==> config.mk <==
export PLATFORM = sky130hd
export DESIGN_NAME = pac_dir_ctrl
export DESIGN_NICKNAME = d
export VERILOG_FILES = /design/src/rtl/pac_dir_ctrl.sv
export SDC_FILE = /design/constraint.sdc
export NUM_CORES = 1
export LEC_CHECK = 0
export ABC_AREA = 1
export BUFFER_PORTS_ARGS = -buffer_cell sky130_fd_sc_hd__buf_4
export CORE_MARGIN = 4
export CORE_UTILIZATION = 53
export CTS_BUF_LIST = sky130_fd_sc_hd__clkbuf_8 sky130_fd_sc_hd__clkbuf_16
export CTS_CLUSTER_DIAMETER = 120
export DETAILED_ROUTE_END_ITERATION = 8
export GPL_TIMING_DRIVEN = 0
export HOLD_SLACK_MARGIN = 0.15
export PLACE_DENSITY = 0.85
export SLEW_MARGIN = 20
export SYNTH_ARGS = -nofsm -noshare
export SYNTH_HDL_FRONTEND = slang
export SYNTH_SLANG_ARGS = --single-unit
==> constraint.sdc <==
create_clock -name frame_clk -period 4.57 [get_ports frame_clk]
set_clock_uncertainty 0.1 [all_clocks]
set_input_delay 0 -clock frame_clk [delete_from_list [all_inputs] [get_ports frame_clk]]
set_output_delay 0 -clock frame_clk [all_outputs]
set_load 0.05 [all_outputs]
==> src/rtl/pac_dir_ctrl.sv <==
// pac_dir_ctrl: per-frame direction controller for a tile-based maze sprite.
// Latency: one frame_clk edge from key/position inputs to Dir, MotionX, MotionY and turn_pending.
// No backpressure: the controller evaluates every frame; a rejected turn is buffered for BUF_FRAMES frames.
// Ports: frame_clk/Reset (sync, active-high); keycode (HID key held, 0 = none);
//   PosX/PosY sprite position; blk_up/down/left/right (wall in the adjacent tile);
//   MotionX/MotionY signed per-frame step; Dir (0 idle,1 up,2 down,3 left,4 right);
//   turn_pending (a buffered request is held).
module pac_dir_ctrl #(
  parameter int STEP       = 1,
  parameter int TILE_LOG2  = 3,
  parameter int TILE_OFS   = 4,
  parameter int BUF_FRAMES = 15
) (
  input  logic       frame_clk,
  input  logic       Reset,
  input  logic [7:0] keycode,
  input  logic [9:0] PosX,
  input  logic [9:0] PosY,
  input  logic       blk_up,
  input  logic       blk_down,
  input  logic       blk_left,
  input  logic       blk_right,
  output logic [9:0] MotionX,
  output logic [9:0] MotionY,
  output logic [2:0] Dir,
  output logic       turn_pending
);

  localparam logic [2:0] D_IDLE  = 3'd0;
  localparam logic [2:0] D_UP    = 3'd1;
  localparam logic [2:0] D_DOWN  = 3'd2;
  localparam logic [2:0] D_LEFT  = 3'd3;
  localparam logic [2:0] D_RIGHT = 3'd4;

  localparam int TW = (BUF_FRAMES < 2) ? 1 : $clog2(BUF_FRAMES + 1);
  localparam logic [TW-1:0]        BUF_LOAD = TW'(BUF_FRAMES);
  localparam logic [9:0]           STEP_P   = 10'(STEP);
  localparam logic [9:0]           STEP_N   = 10'(-STEP);
  localparam logic [TILE_LOG2-1:0] OFS      = TILE_LOG2'(TILE_OFS);

  logic [2:0]    pend_dir;
  logic [TW-1:0] timer;

  logic [2:0]    key_dir;
  logic [2:0]    eff_dir;
  logic [2:0]    next_dir;
  logic [2:0]    next_pend;
  logic [TW-1:0] next_timer;
  logic [9:0]    next_mx;
  logic [9:0]    next_my;
  logic          aligned_x;
  logic          aligned_y;
  logic          eff_blk;
  logic          cur_blk;
  logic          eff_align;
  logic          cur_align;
  logic          take;
  logic          stop;

  // Only the in-tile offset bits matter for alignment.
  logic unused_pos;
  assign unused_pos = ^{PosX[9:TILE_LOG2], PosY[9:TILE_LOG2]};

  assign aligned_x = (PosX[TILE_LOG2-1:0] == OFS);
  assign aligned_y = (PosY[TILE_LOG2-1:0] == OFS);

  function automatic logic blk_of(input logic [2:0] d, input logic bu, input logic bd,
                                  input logic bl, input logic br);
    case (d)
      D_UP:    blk_of = bu;
      D_DOWN:  blk_of = bd;
      D_LEFT:  blk_of = bl;
      D_RIGHT: blk_of = br;
      default: blk_of = 1'b0;
    endcase
  endfunction

  function automatic logic [2:0] opposite(input logic [2:0] d);
    case (d)
      D_UP:    opposite = D_DOWN;
      D_DOWN:  opposite = D_UP;
      D_LEFT:  opposite = D_RIGHT;
      D_RIGHT: opposite = D_LEFT;
      default: opposite = D_IDLE;
    endcase
  endfunction

  always_comb begin
    key_dir = D_IDLE;
    case (keycode)
      8'h1A, 8'h52: key_dir = D_UP;
      8'h16, 8'h51: key_dir = D_DOWN;
      8'h04, 8'h50: key_dir = D_LEFT;
      8'h07, 8'h4F: key_dir = D_RIGHT;
      default:      key_dir = D_IDLE;
    endcase
  end

  // A live key always wins over the buffer; the buffer only counts while the timer runs.
  assign eff_dir = (key_dir != D_IDLE) ? key_dir :
                   ((timer != '0) ? pend_dir : D_IDLE);

  assign eff_blk = blk_of(eff_dir, blk_up, blk_down, blk_left, blk_right);
  assign cur_blk = blk_of(Dir, blk_up, blk_down, blk_left, blk_right);

  // Vertical targets need to be centred in X, horizontal targets centred in Y.
  assign eff_align = (eff_dir == D_UP || eff_dir == D_DOWN) ? aligned_x : aligned_y;
  // Stopping against a wall happens at the tile centre along the axis of travel.
  assign cur_align = (Dir == D_UP || Dir == D_DOWN) ? aligned_y : aligned_x;

  assign take = (eff_dir != D_IDLE) && (eff_dir != Dir) && !eff_blk &&
                ((Dir == D_IDLE) || (eff_dir == opposite(Dir)) || eff_align);
  assign stop = !take && (Dir != D_IDLE) && cur_blk && cur_align;

  always_comb begin
    next_dir   = Dir;
    next_pend  = pend_dir;
    next_timer = timer;
    if (take) begin
      next_dir   = eff_dir;
      next_pend  = D_IDLE;
      next_timer = '0;
    end else begin
      if (stop) begin
        next_dir = D_IDLE;
      end
      if (eff_dir != D_IDLE && eff_dir == Dir) begin
        next_pend  = D_IDLE;
        next_timer = '0;
      end else if (key_dir != D_IDLE) begin
        next_pend  = key_dir;
        next_timer = BUF_LOAD;
      end else if (timer != '0) begin
        next_timer = timer - 1'b1;
        if (timer == TW'(1)) begin
          next_pend = D_IDLE;
        end
      end
    end
  end

  always_comb begin
    next_mx = '0;
    next_my = '0;
    case (next_dir)
      D_UP:    next_my = STEP_N;
      D_DOWN:  next_my = STEP_P;
      D_LEFT:  next_mx = STEP_N;
      D_RIGHT: next_mx = STEP_P;
      default: ;
    endcase
  end

  always_ff @(posedge frame_clk) begin
    if (Reset) begin
      Dir      <= D_IDLE;
      MotionX  <= '0;
      MotionY  <= '0;
      pend_dir <= D_IDLE;
      timer    <= '0;
    end else begin
      Dir      <= next_dir;
      MotionX  <= next_mx;
      MotionY  <= next_my;
      pend_dir <= next_pend;
      timer    <= next_timer;
    end
  end

  assign turn_pending = (timer != '0);

endmodule

=== Yosys cells after proc, flatten, opt, wreduce, memory -nomap -nowiden ===
Cells that the tools add are included.

* Register bits after elaboration: 30
* Bits in latches: 0
* RAM bits: 0
* ROM bits: 0
* Input port bits: 34
* Output and inout port bits: 24
* Logic and storage cells: 75
* Memories: 0

* $add $sub $neg: 1
* $mul: 0
* Divide/modulo/power cells: 0
* $lt $le $gt $ge: 0
* Equal/unequal tests: 26
* Shift operators: 0
* Muxes and demuxes: 17
* Bitwise gates (word level): 0
* Reductions and logical operators: 26

{| class="wikitable"
|+ Operator list
! kind !! number
|-
| $pmux 10 s2 || 2
|-
| $eq 8x7->1 const B || 4
|-
| $pmux 3 s4 || 2
|-
| $mux 3 || 7
|-
| $eq 3x2->1 const B || 6
|-
| $eq 8x3->1 const B || 2
|-
| $eq 8x5->1 const B || 2
|-
| $eq 3x3->1 const B || 5
|-
| $eq 3x1->1 const B || 3
|-
| $reduce_bool 3->1 || 3
|-
| $mux 4 || 2
|-
| $pmux 1 s4 || 2
|-
| $reduce_or 2->1 || 4
|-
| $logic_and 1x1->1 || 7
|-
| $eq 3x3->1 || 2
|-
| $eq 4x1->1 const B || 1
|-
| $logic_or 1x1->1 || 4
|-
| $reduce_bool 2->1 || 2
|-
| $reduce_bool 4->1 || 1
|-
| $sub 4x1->4 const B || 1
|-
| $logic_not 3->1 || 1
|-
| $ne 3x3->1 || 1
|-
| $reduce_or 3->1 || 1
|-
| $logic_not 1->1 || 2
|-
| 2 further kinds || 3
|}

=== Depth between registers and ports, before layout ===
Gate-level depths: netlist of the first run.

* Word-level depth: 18
* Depth in mapped cells: 20

=== Worst setup path before layout of the first run ===
OpenSTA, ideal clock, no wires.

* Path type: reg2reg
* Start point: reg timer[0]
* End point: reg MotionX[0]
* Data arrival time: 2.159 ns
* Required time: 4.356 ns
* Path slack: 2.197 ns
* Cell stages (with the launch flop): 21
* Path buffers: 0
* Period minus slack after synthesis: 2.373 ns
* Cell sequence: dfxtp_1 inv_1 ha_1 inv_1 nor3_2 inv_2 nand2_1 inv_2 nand3_2 nand2_4 nand2_1 nand2_2 nand3_2 nand2_4 nor2_8 nand2_4 nand2_1 nand2_1 nor2_1 nand2_1 nand2_1

* Word-level cells in the longest chain between the ends: 16
* Elaborated cells between the ends (all ways): 28

{| class="wikitable"
|+ Ends and longest elaborated chain
! what !! line !! source
|-
| start, declared || 42 || <nowiki>logic [TW-1:0] timer;</nowiki>
|-
| start signal, assigned || 166 || <nowiki>timer <= next_timer;</nowiki>
|-
| $reduce_bool 4->1 * || n/a ||
|-
| net turn_pending || 26 || <nowiki>output logic turn_pending</nowiki>
|-
| $mux 3 * || 101 || <nowiki>((timer != '0) ? pend_dir : D_IDLE);</nowiki>
|-
| $mux 3 * || 100 || <nowiki>assign eff_dir = (key_dir != D_IDLE) ? key_dir :</nowiki>
|-
| $eq 3x3->1 (tied with other cells) || 69 || <nowiki>case (d)</nowiki>
|-
| $pmux 1 s4 / $logic_or 1x1->1 (equally long branches) || 69, 107 ||
|-
| $logic_not 1->1 / $mux 1 (equally long branches) || 111, 107 ||
|-
| $logic_and 1x1->1 / $logic_or 1x1->1 (equally long branches) || 111, 112 ||
|-
| $logic_and 1x1->1 || 111 || <nowiki>assign take = (eff_dir != D_IDLE) && (eff_dir != Dir) && !eff_blk &&</nowiki>
|-
| $logic_not 1->1 || 113 || <nowiki>assign stop = !take && (Dir != D_IDLE) && cur_blk && cur_align;</nowiki>
|-
| $logic_and 1x1->1 (3 in series) || 113 ||
|-
| $mux 3 || 124 || <nowiki>if (stop) begin</nowiki>
|-
| $mux 3 * || 119 || <nowiki>if (take) begin</nowiki>
|-
| $eq 3x3->1 / $eq 3x2->1 (equally long branches) || 145 || <nowiki>case (next_dir)</nowiki>
|-
| $pmux 10 s2 * || 145 ||
|-
| end signal, assigned || 163 || <nowiki>MotionX <= next_mx;</nowiki>
|-
| end, declared || 23 || <nowiki>output logic [9:0] MotionX,</nowiki>
|}

Mark *: on every way through the listed nets, which the timed path passes. The rest lies on a longest branch.
A chain may end at the register's enable or synchronous reset.

=== Worst setup path in the final report of the first run ===
* Start point: reg timer[0]
* End point: reg MotionY[0]

* Word-level cells in the longest chain between the ends: 16
* Elaborated cells between the ends (all ways): 28

{| class="wikitable"
|+ Ends and longest elaborated chain
! what !! line !! source
|-
| $reduce_bool 4->1 * || 101 ||
|-
| $mux 3 * || 101 ||
|-
| $mux 3 * || 100 ||
|-
| $eq 3x3->1 (tied with other cells) || 69 ||
|-
| $pmux 1 s4 / $logic_or 1x1->1 (equally long branches) || 69, 107 ||
|-
| $logic_not 1->1 / $mux 1 (equally long branches) || 111, 107 ||
|-
| $logic_and 1x1->1 / $logic_or 1x1->1 (equally long branches) || 111, 112 ||
|-
| $logic_and 1x1->1 || 111 ||
|-
| $logic_not 1->1 || 113 ||
|-
| $logic_and 1x1->1 (3 in series) || 113 ||
|-
| $mux 3 || 124 ||
|-
| $mux 3 * || 119 ||
|-
| $eq 3x2->1 / $eq 3x1->1 (equally long branches) || 145 ||
|-
| $pmux 10 s2 * || 145 ||
|-
| end signal, assigned || 164 || <nowiki>MotionY <= next_my;</nowiki>
|-
| end, declared || 24 || <nowiki>output logic [9:0] MotionY,</nowiki>
|}

Every way passes the cells marked *; elsewhere a longest branch is shown, timed or not.

==> results.md, run 1 <==
* Port-buffer cells at 43
* Fmax at 394 MHz
* Vias in the first global route at 1339
* Worst-Margin Slew at roughly 0.28 ns
* Synth Net Count at 277
* Sw frac at 39.7%
* Initial Util at 55.9%
* Grt ovf at 0
* Final total power at 0.506 mW
* Yosys cell types at 29
* Worst hold path type: primary input to flip-flop
* Post-Syn Instances at 241
* Std cell rows at 19
* Core area at 2760 sq um
* GP Congestion at 0.859
* Flop pwr share at 31.6%
* Overall routing resource usage at 18.4%
* Die Area at 3840 sq um
* Mapped Avg Cell Area at 6.40 sq um
* PostCTS Resize Cnt at 0
* I/O pin count at 58
* Worst-Skew Late Latency at 0.24 ns
* Tcrit/Tclk final at 55.5%
* Hpwl dp at 2660 microns
* Mapped cell area at approximately 1500 sq um
* Leak Pwr at 1.05 nW
* Max FO, Critical Path at 6
* Final WL at 3230 microns
* Slew headroom at around four fifths
* CP arrival at 2.63 ns
* ANT nets after route at 0
* Critical Path Start Type: flip-flop
* Initial antenna violation count at 0
* First-pass GRT wire length at roughly 5400 microns
* Critical Path, Cell by Cell: inv_1 > ha_1 > inv_1 > nor3_2 > inv_2 > nand2_1 > inv_2 > nand3_2 > nand2_4 > nand2_1 > nor2_1 > nor2_1 > nand3_2 > nor2_8 > nand2_4 > nand2_1 > nand2_1 > nor2_1 > nand2_1 > nand2_1
* Clock power share at 23.7%
* Power Dens Cells at 257 nW/um^2
* Sw Pwr at 0.201 mW
* Most common cell in the netlist: nand2_1
* Library cell with the largest summed area after synthesis: dfxtp_1
* Endpoints failing hold at 0
* Clk root buf: clkbuf_8
* First-pass detailed-route iteration total at 4
* Maximum VDD drop at 412 uV
* Most used flip-flop cell after synthesis: dfxtp_1
* Synth top area share at 18.2%
* Flop and latch count out of synthesis at 14
* Combinational fraction of design power at 44.8%
* YS warnings at 0
* Min cycle time layout at 2.54 ns
* Via density at 4.74
* Slowest-stage cell, CP: dfxtp_1
* Layout cells sized above 1 at 37.4%
* CP required at around 4.7 ns
* Fin nets at around 330
* Largest net degree at the start of global routing at 10
* Clk slew on worst S/H paths at about 0.060 ns
* Final TNS setup at 0 ns
* CTS tree: done
* Maximum capacitance violations at 0
* Largest cells by area after synthesis: dfxtp_1 18%, nand2_1 14%, nor2_1 9.7%
* Inserted Clock Buffers at 3
* Die width at 61.9 microns
* Crit. End Element: flip-flop
* # diodes at 0
* Drt drc at 0
* Iter 0 DRT Violations at 42
* Status: finished, final reports clean
* CTS Sinks at 14
* Asr flop ratio synth at 0%
* Via count at 1516
* Crit-path most repeated cell: nand2_1
* Post-synth EDFFs at 0
* Final core utilization at 71.4%
* WL per Instance at 10.1 microns
* Crit path kind: flip-flop to flip-flop
* Area delta synth->final at 27.7%
* Top post-synthesis cells by count: 56 x nand2_1, 40 x nor2_1, 27 x inv_1, 16 x buf_4, 15 x nand3_1
* RSZ-0062 raised after global routing: no
* Worst path max stage delay at 0.34 ns
* Final setup viols at 0
* Die H at 61.9 microns
* Top delay family on crit path: simple AND/OR/NAND/NOR gates
* Register area share after synthesis at between 10% and 20%
* Max Slew Vio Count at 0
* CP bufs+invs at 4
* P_int at 0.305 mW
* H-tree lvl count at 1
* Max Root-Sink Buffers at 2
## worst reg2reg max path, delay by kind of cell (launching register included)
| kind | cells | cell delay, ns |
|---|---|---|
| and+or+nand+nor | 15 | 1.54 |
| DFF | 1 | 0.34 |
| adders and majority gates | 1 | 0.18 |
| buffers and inverters | 4 | 0.32 |
## timing repair
item	in CTS	in global routing
setup buffers	0	0
hold endpoints to repair	14	0
hold buffers	1	0
## worst paths after layout
path                       startpoint                       end  slack, ns  depth (start not counted)
max reg2reg     timer[0]$_SDFFE_PP0P_     MotionY[0]$_SDFF_PP0_       2.03                         20
max             timer[0]$_SDFFE_PP0P_     MotionY[0]$_SDFF_PP0_       2.03                         20
min reg2reg  pend_dir[0]$_SDFFE_PP0P_  pend_dir[0]$_SDFFE_PP0P_       0.36                          2
min                          blk_down         Dir[0]$_SDFF_PP0_       0.23                          6
## power by group through the flow
stage | Clock, mW | Combinational (mW) | Sequential (mW)
after floorplan | 0 | 0.167 | 0.159
after global placement | 0 | 0.217 | 0.161
after detailed placement | 0 | 0.222 | 0.160
after CTS | 0.120 | 0.227 | 0.159
after global routing | 0.129 | 0.253 | 0.162
final | 0.120 | 0.226 | 0.160
## cells in the final DEF, fill, tap and decap left out
cell / netlist / layout
nand3_4: 2 / 2
inv_2: 7 / 7
nor3_2: 1 / 1
a22o_1: 2 / 2
nand3_2: 5 / 5
nor2_4: 2 / 2
ha_1: 2 / 2
o21ai_0: 3 / 3
buf_4: 16 / 59
a21oi_2: 1 / 1
nand4_1: 2 / 2
nand2_1: 56 / 56
nand3_1: 15 / 15
nor3b_1: 2 / 2
nand2_4: 9 / 9
xor2_1: 1 / 1
inv_1: 27 / 27
dfxtp_1: 14 / 14
xnor2_1: 4 / 4
a21oi_1: 7 / 7
a31oi_1: 1 / 1
a21oi_4: 1 / 1
nor2_1: 40 / 40
nor2_8: 2 / 2
nor3_1: 2 / 2
a211oi_1: 2 / 2
mux2_2: 1 / 1
clkbuf_8: 0 / 4
dlygate4sd3_1: 0 / 1
nor2_2: 3 / 3
nand2_2: 11 / 11
## registers in the layout, indices dropped and copies added (netlist names)
register	cells
timer	4
Dir	3
pend_dir	3
MotionX	2
MotionY	2
## kinds of logic (layout without fill, tap and decap cells)
group / Yosys count / in the layout / synth area share (%)
flops: 14 / 14 / 18.2
simple gates: 152 / 152 / 53.2
mux: 1 / 1 / 0.730
fa+ha+maj: 2 / 2 / 1.62
buf+inv: 50 / 98 / 16.1
compound gates: 17 / 17 / 7.39
xor+xnor: 5 / 5 / 2.84
## routing by layer
metal,GRT usage (%),up-vias,wire [microns]
met3,4.34,2,127
met5,0,-,0
met1,23.6,655,1400
met4,1.82,0,18
met2,32.3,25,1680
li1,-,834,-
## stage by stage
stage                     std cells  setup slack (ns)  cell area [sq um]  hold slack [ns]
after floorplan                 241              2.20               1540          -0.0330
after global placement          315              2.16               1900            0.113
after detailed placement        315              2.12               1900            0.111
after CTS                       320              2.00               1970            0.226
after global routing            320              1.68               1970            0.261
final                           320              2.03               1970            0.230
## layout make-up
cell class | count | area, sq um
Buffer | 16 | 120
Clock buffer | 4 | 55.1
Fill cell | 227 | 790
Inverter | 34 | 128
Multi-Input combinational cell | 177 | 1010
Sequential cell | 14 | 280
Tap cell | 31 | 38.8
Timing Repair Buffer | 44 | 333
(Power assumes the default switching activity.)
==> inputs of run 2 (changes only) <==
- ABC_AREA: 1 -> 0
- CORE_UTILIZATION: 53 -> 48
- PLACE_DENSITY: 0.85 -> 0.8
- clock period: 4.57 -> 2.5 ns (I/O delays scaled with it)
==> run 2 against run 1 <==
The run now ends with setup timing left. Critical path depth shrank 8. Clock power grew 53%. Highest routed layer unchanged. Critical endpoint unchanged. Fmax shrank 5.7%. Largest power group unchanged. Power grew 110%.
==> results.md, run 2 <==
* Die Area at 3880 sq um (was 3840 sq um)
* CTS Sinks at 14 (unchanged)
* Top post-synthesis cells by count: 18 x nand2_1, 16 x buf_4, 14 x dfxtp_1, 11 x a21oi_1 (was 56 x nand2_1, 40 x nor2_1, 27 x inv_1, 16 x buf_4, 15 x nand3_1)
* ANT nets after route at 0 (unchanged)
* Worst hold path type: primary input to flip-flop (unchanged)
* Max Root-Sink Buffers at 2 (unchanged)
* Largest net degree at the start of global routing at 11 (was 10)
* Clk slew on worst S/H paths at 0.05 ns (was 0.06 ns)
* CP bufs+invs at 3 (was 4)
* Worst-Margin Slew at 0.660 ns (was 0.284 ns)
* Most common cell in the netlist: nand2_1 (unchanged)
* Setup WS pre-CTS at -0.635 ns (was 2.12 ns)
* Final non-filler cell total at 282 (was 320)
* Failing checks: setup timing
* Hpwl dp at 2820 microns (was 2660 microns)
* Critical Path Start Type: flip-flop (unchanged)
* Die H at 62.3 microns (was 61.9 microns)
* H-tree lvl count at 1 (unchanged)
* Multi-input logic area at 1150 sq um (was 1010 sq um)
* Fill cells at 199 (was 227)
* Inserted Clock Buffers at 3 (unchanged)
* Placed Instance Area at 1810 sq um (was 1900 sq um)
* Register area at 285 sq um (was 280 sq um)
* Crit. End Element: flip-flop (unchanged)
* Endpoints failing hold at 0 (unchanged)
* Design Area, Final at 2220 sq um (was 1970 sq um)
* First-pass GRT wire length at 6400 microns (was 5440 microns)
* Clk root buf: clkbuf_8 (unchanged)
* Drt drc at 0 (unchanged)
* Worst Setup SP: timer[0]$_SDFFE_PP0P_ (unchanged)
* Final worst slack at -0.189 ns (was 2.03 ns)
* Commonest cells after routing, fill and taps aside: 75 x buf_4, 16 x nand2_1, 12 x dfxtp_1 (was 59 x buf_4, 56 x nand2_1, 40 x nor2_1)
* Max Slew Vio Count at 0 (unchanged)
* Synth Net Count at 220 (was 277)
* Port-buffer cells at 43 (unchanged)
* Mapped Avg Cell Area at 7.69 sq um (was 6.40 sq um)
* Register area share after synthesis at 19.8% (was 18.2%)
* Grt ovf at 0 (unchanged)
* Power Dens Cells at 476 nW/um^2 (was 257 nW/um^2)
* Iter 0 DRT Violations at 104 (was 42)
* Die width at 62.3 microns (was 61.9 microns)
* Mapped cell area at 1420 sq um (was 1540 sq um)
* Largest registers: timer x4, Dir x3, pend_dir x3 (unchanged)
* Via count at 1709 (was 1516)
* Most common cell after layout, fill and taps aside: buf_4 (unchanged)
* Final setup viols at 14 (was 0)
* WL per Instance at 16.4 microns (was 10.1 microns)
* Max reg flops at 4 (unchanged)
* Vias in the first global route at 1436 (was 1339)
* R2R Setup Slk at -0.19 ns (was 2.03 ns)
* GP Congestion at 0.830 (was 0.859)
* Initial antenna violation count at 0 (unchanged)
* # diodes at 0 (unchanged)
* Final core utilization at 79.9% (was 71.4%)
* Placed insts at 258 (was 315)
* Via density at 6.06 (was 4.74)
* Worst path max stage delay at 0.36 ns (was 0.34 ns)
* Core area at 2780 sq um (was 2760 sq um)
* RSZ-0062 raised after global routing: yes (was no)
* Largest cells by area after synthesis: dfxtp_1 20%, buf_4 8.5%, mux2i_1 6.4% (was dfxtp_1 18%, nand2_1 14%, nor2_1 9.7%)
* Asr flop ratio synth at 0% (unchanged)
* Synth top area share at 19.8% (was 18.2%)
* Crit path kind: flip-flop to flip-flop (unchanged)
* Post-synth EDFFs at 0 (unchanged)
* Worst-Skew Late Latency at 0.24 ns (about the same)
* Max FO, Critical Path at 4 (was 6)
* Top delay family on crit path: compound AO/OA/AOI/OAI gates (was simple AND/OR/NAND/NOR gates)
* Fin nets at 289 (was 326)
* Min cycle time layout at 2.69 ns (was 2.54 ns)
* WHS at 0.300 ns (was 0.230 ns)
* Post-Syn Instances at 184 (was 241)
* Leak Pwr at 0.958 nW (was 1.05 nW)
* Slew headroom at 55.4% (was 81.0%)
* CP required at 2.54 ns (was 4.66 ns)
* Final TNS setup at -1.74 ns (was 0 ns)
* Initial Util at 50.9% (was 55.9%)
* Maximum VDD drop at 771 uV (was 412 uV)
* Fmax at 372 MHz (was 394 MHz)
* RR Startpoint: timer[0]$_SDFFE_PP0P_ (unchanged)
* CTS tree: done (unchanged)
* Flop and latch count out of synthesis at 14 (unchanged)
* Critical Path, Cell by Cell: inv_2 > ha_4 > nor3b_4 > buf_6 > a31oi_4 > nand4_1 > and2_4 > o221ai_2 > a211o_1 > buf_4 > o211a_1 > a32o_1 (was inv_1 > ha_1 > inv_1 > nor3_2 > inv_2 > nand2_1 > inv_2 > nand3_2 > nand2_4 > nand2_1 > nor2_1 > nor2_1 > nand3_2 > nor2_8 > nand2_4 > nand2_1 > nand2_1 > nor2_1 > nand2_1 > nand2_1)
* Final total power at 1.06 mW (was 0.506 mW)
* HP Start: blk_down (unchanged)
* Std cell rows at 19 (unchanged)
* Yosys cell types at 55 (was 29)
* CP arrival at 2.73 ns (was 2.63 ns)
* Most used flip-flop cell after synthesis: dfxtp_1 (unchanged)
* Maximum capacitance violations at 0 (unchanged)
* I/O pin count at 58 (unchanged)
* Overall routing resource usage at 19.4% (was 18.4%)
* Library cell with the largest summed area after synthesis: dfxtp_1 (unchanged)
* First-pass detailed-route iteration total at 5 (was 4)
* Status: finished, violations left (was finished, final reports clean)
* Area delta synth->final at 57.1% (was 27.7%)
* Final WL at 4620 microns (was 3230 microns)
* YS warnings at 0 (unchanged)
* Slowest-stage cell, CP: dfxtp_4 (was dfxtp_1)
* Layout cells sized above 1 at 50.2% (was 37.4%)
* Most flops, register: timer (unchanged)
* Tcrit/Tclk final at 108% (was 55.5%)
[run 2: repair_timing]
item / CTS / global route
resized for setup: 29 / 17
cloned: 1 / 0
hold endpoints to repair: 4 / 0
buffers inserted: 11 / 9
setup endpoints to repair: 14 / 14
pin swaps: 16 / 12
hold buffers: 2 / 0
[run 2: cells by family (layout without fill, tap and decap cells)]
group	count (synthesis)	after routing	share of synthesized area [%]
AOI/OAI and AO/OA	42	42	22.1
buffers and inverters	30	97	13.4
muxes	9	9	6.37
adders and majority gates	2	2	1.77
DFF	14	14	19.8
and+or+nand+nor	78	78	31.0
xor gates and xnor gates	9	9	5.57
[run 2: final cells by class]
cell class                      instances  area share, %
Multi-Input combinational cell        140           51.6
Buffer                                 23           6.98
Sequential cell                        14           12.8
Inverter                                5           1.07
Clock buffer                            3           1.86
Tap cell                               31           1.74
Timing Repair Buffer                   66           23.9
[run 2: metal layers]
metal / up-vias / global-route usage, % / share of wire (%)
li1: 807 / - / -
met1: 800 / 25.7 / 41
met2: 87 / 31.7 / 48
met3: 15 / 3.96 / 8.1
met4: 0 / 5.31 / 2.5
met5: - / 0 / 0
[run 2: path summary, 6_finish.rpt]
check | to | cells after the start
worst max-delay path | MotionY[0]$_SDFF_PP0_ | 12
worst min-delay path | MotionX[0]$_SDFF_PP0_ | 6
worst max register to register | MotionY[0]$_SDFF_PP0_ | 12
worst min register to register | pend_dir[1]$_SDFFE_PP0P_ | 2
[run 2: tightest hold or removal path, cell delays in order]
cell	delay (ns)
buf_4	0.09
a21oi_1	0.05
nor2_1	0.07
o21ai_0	0.21
nand2_1	0.12
a211oi_1	0.06
[run 2: report_power, final]
part	switching [mW]	total (mW)	internal, mW
clock	0.0764	0.183	0.107
combinational	0.290	0.591	0.301
sequential	0.0311	0.284	0.253
total	0.398	1.06	0.660
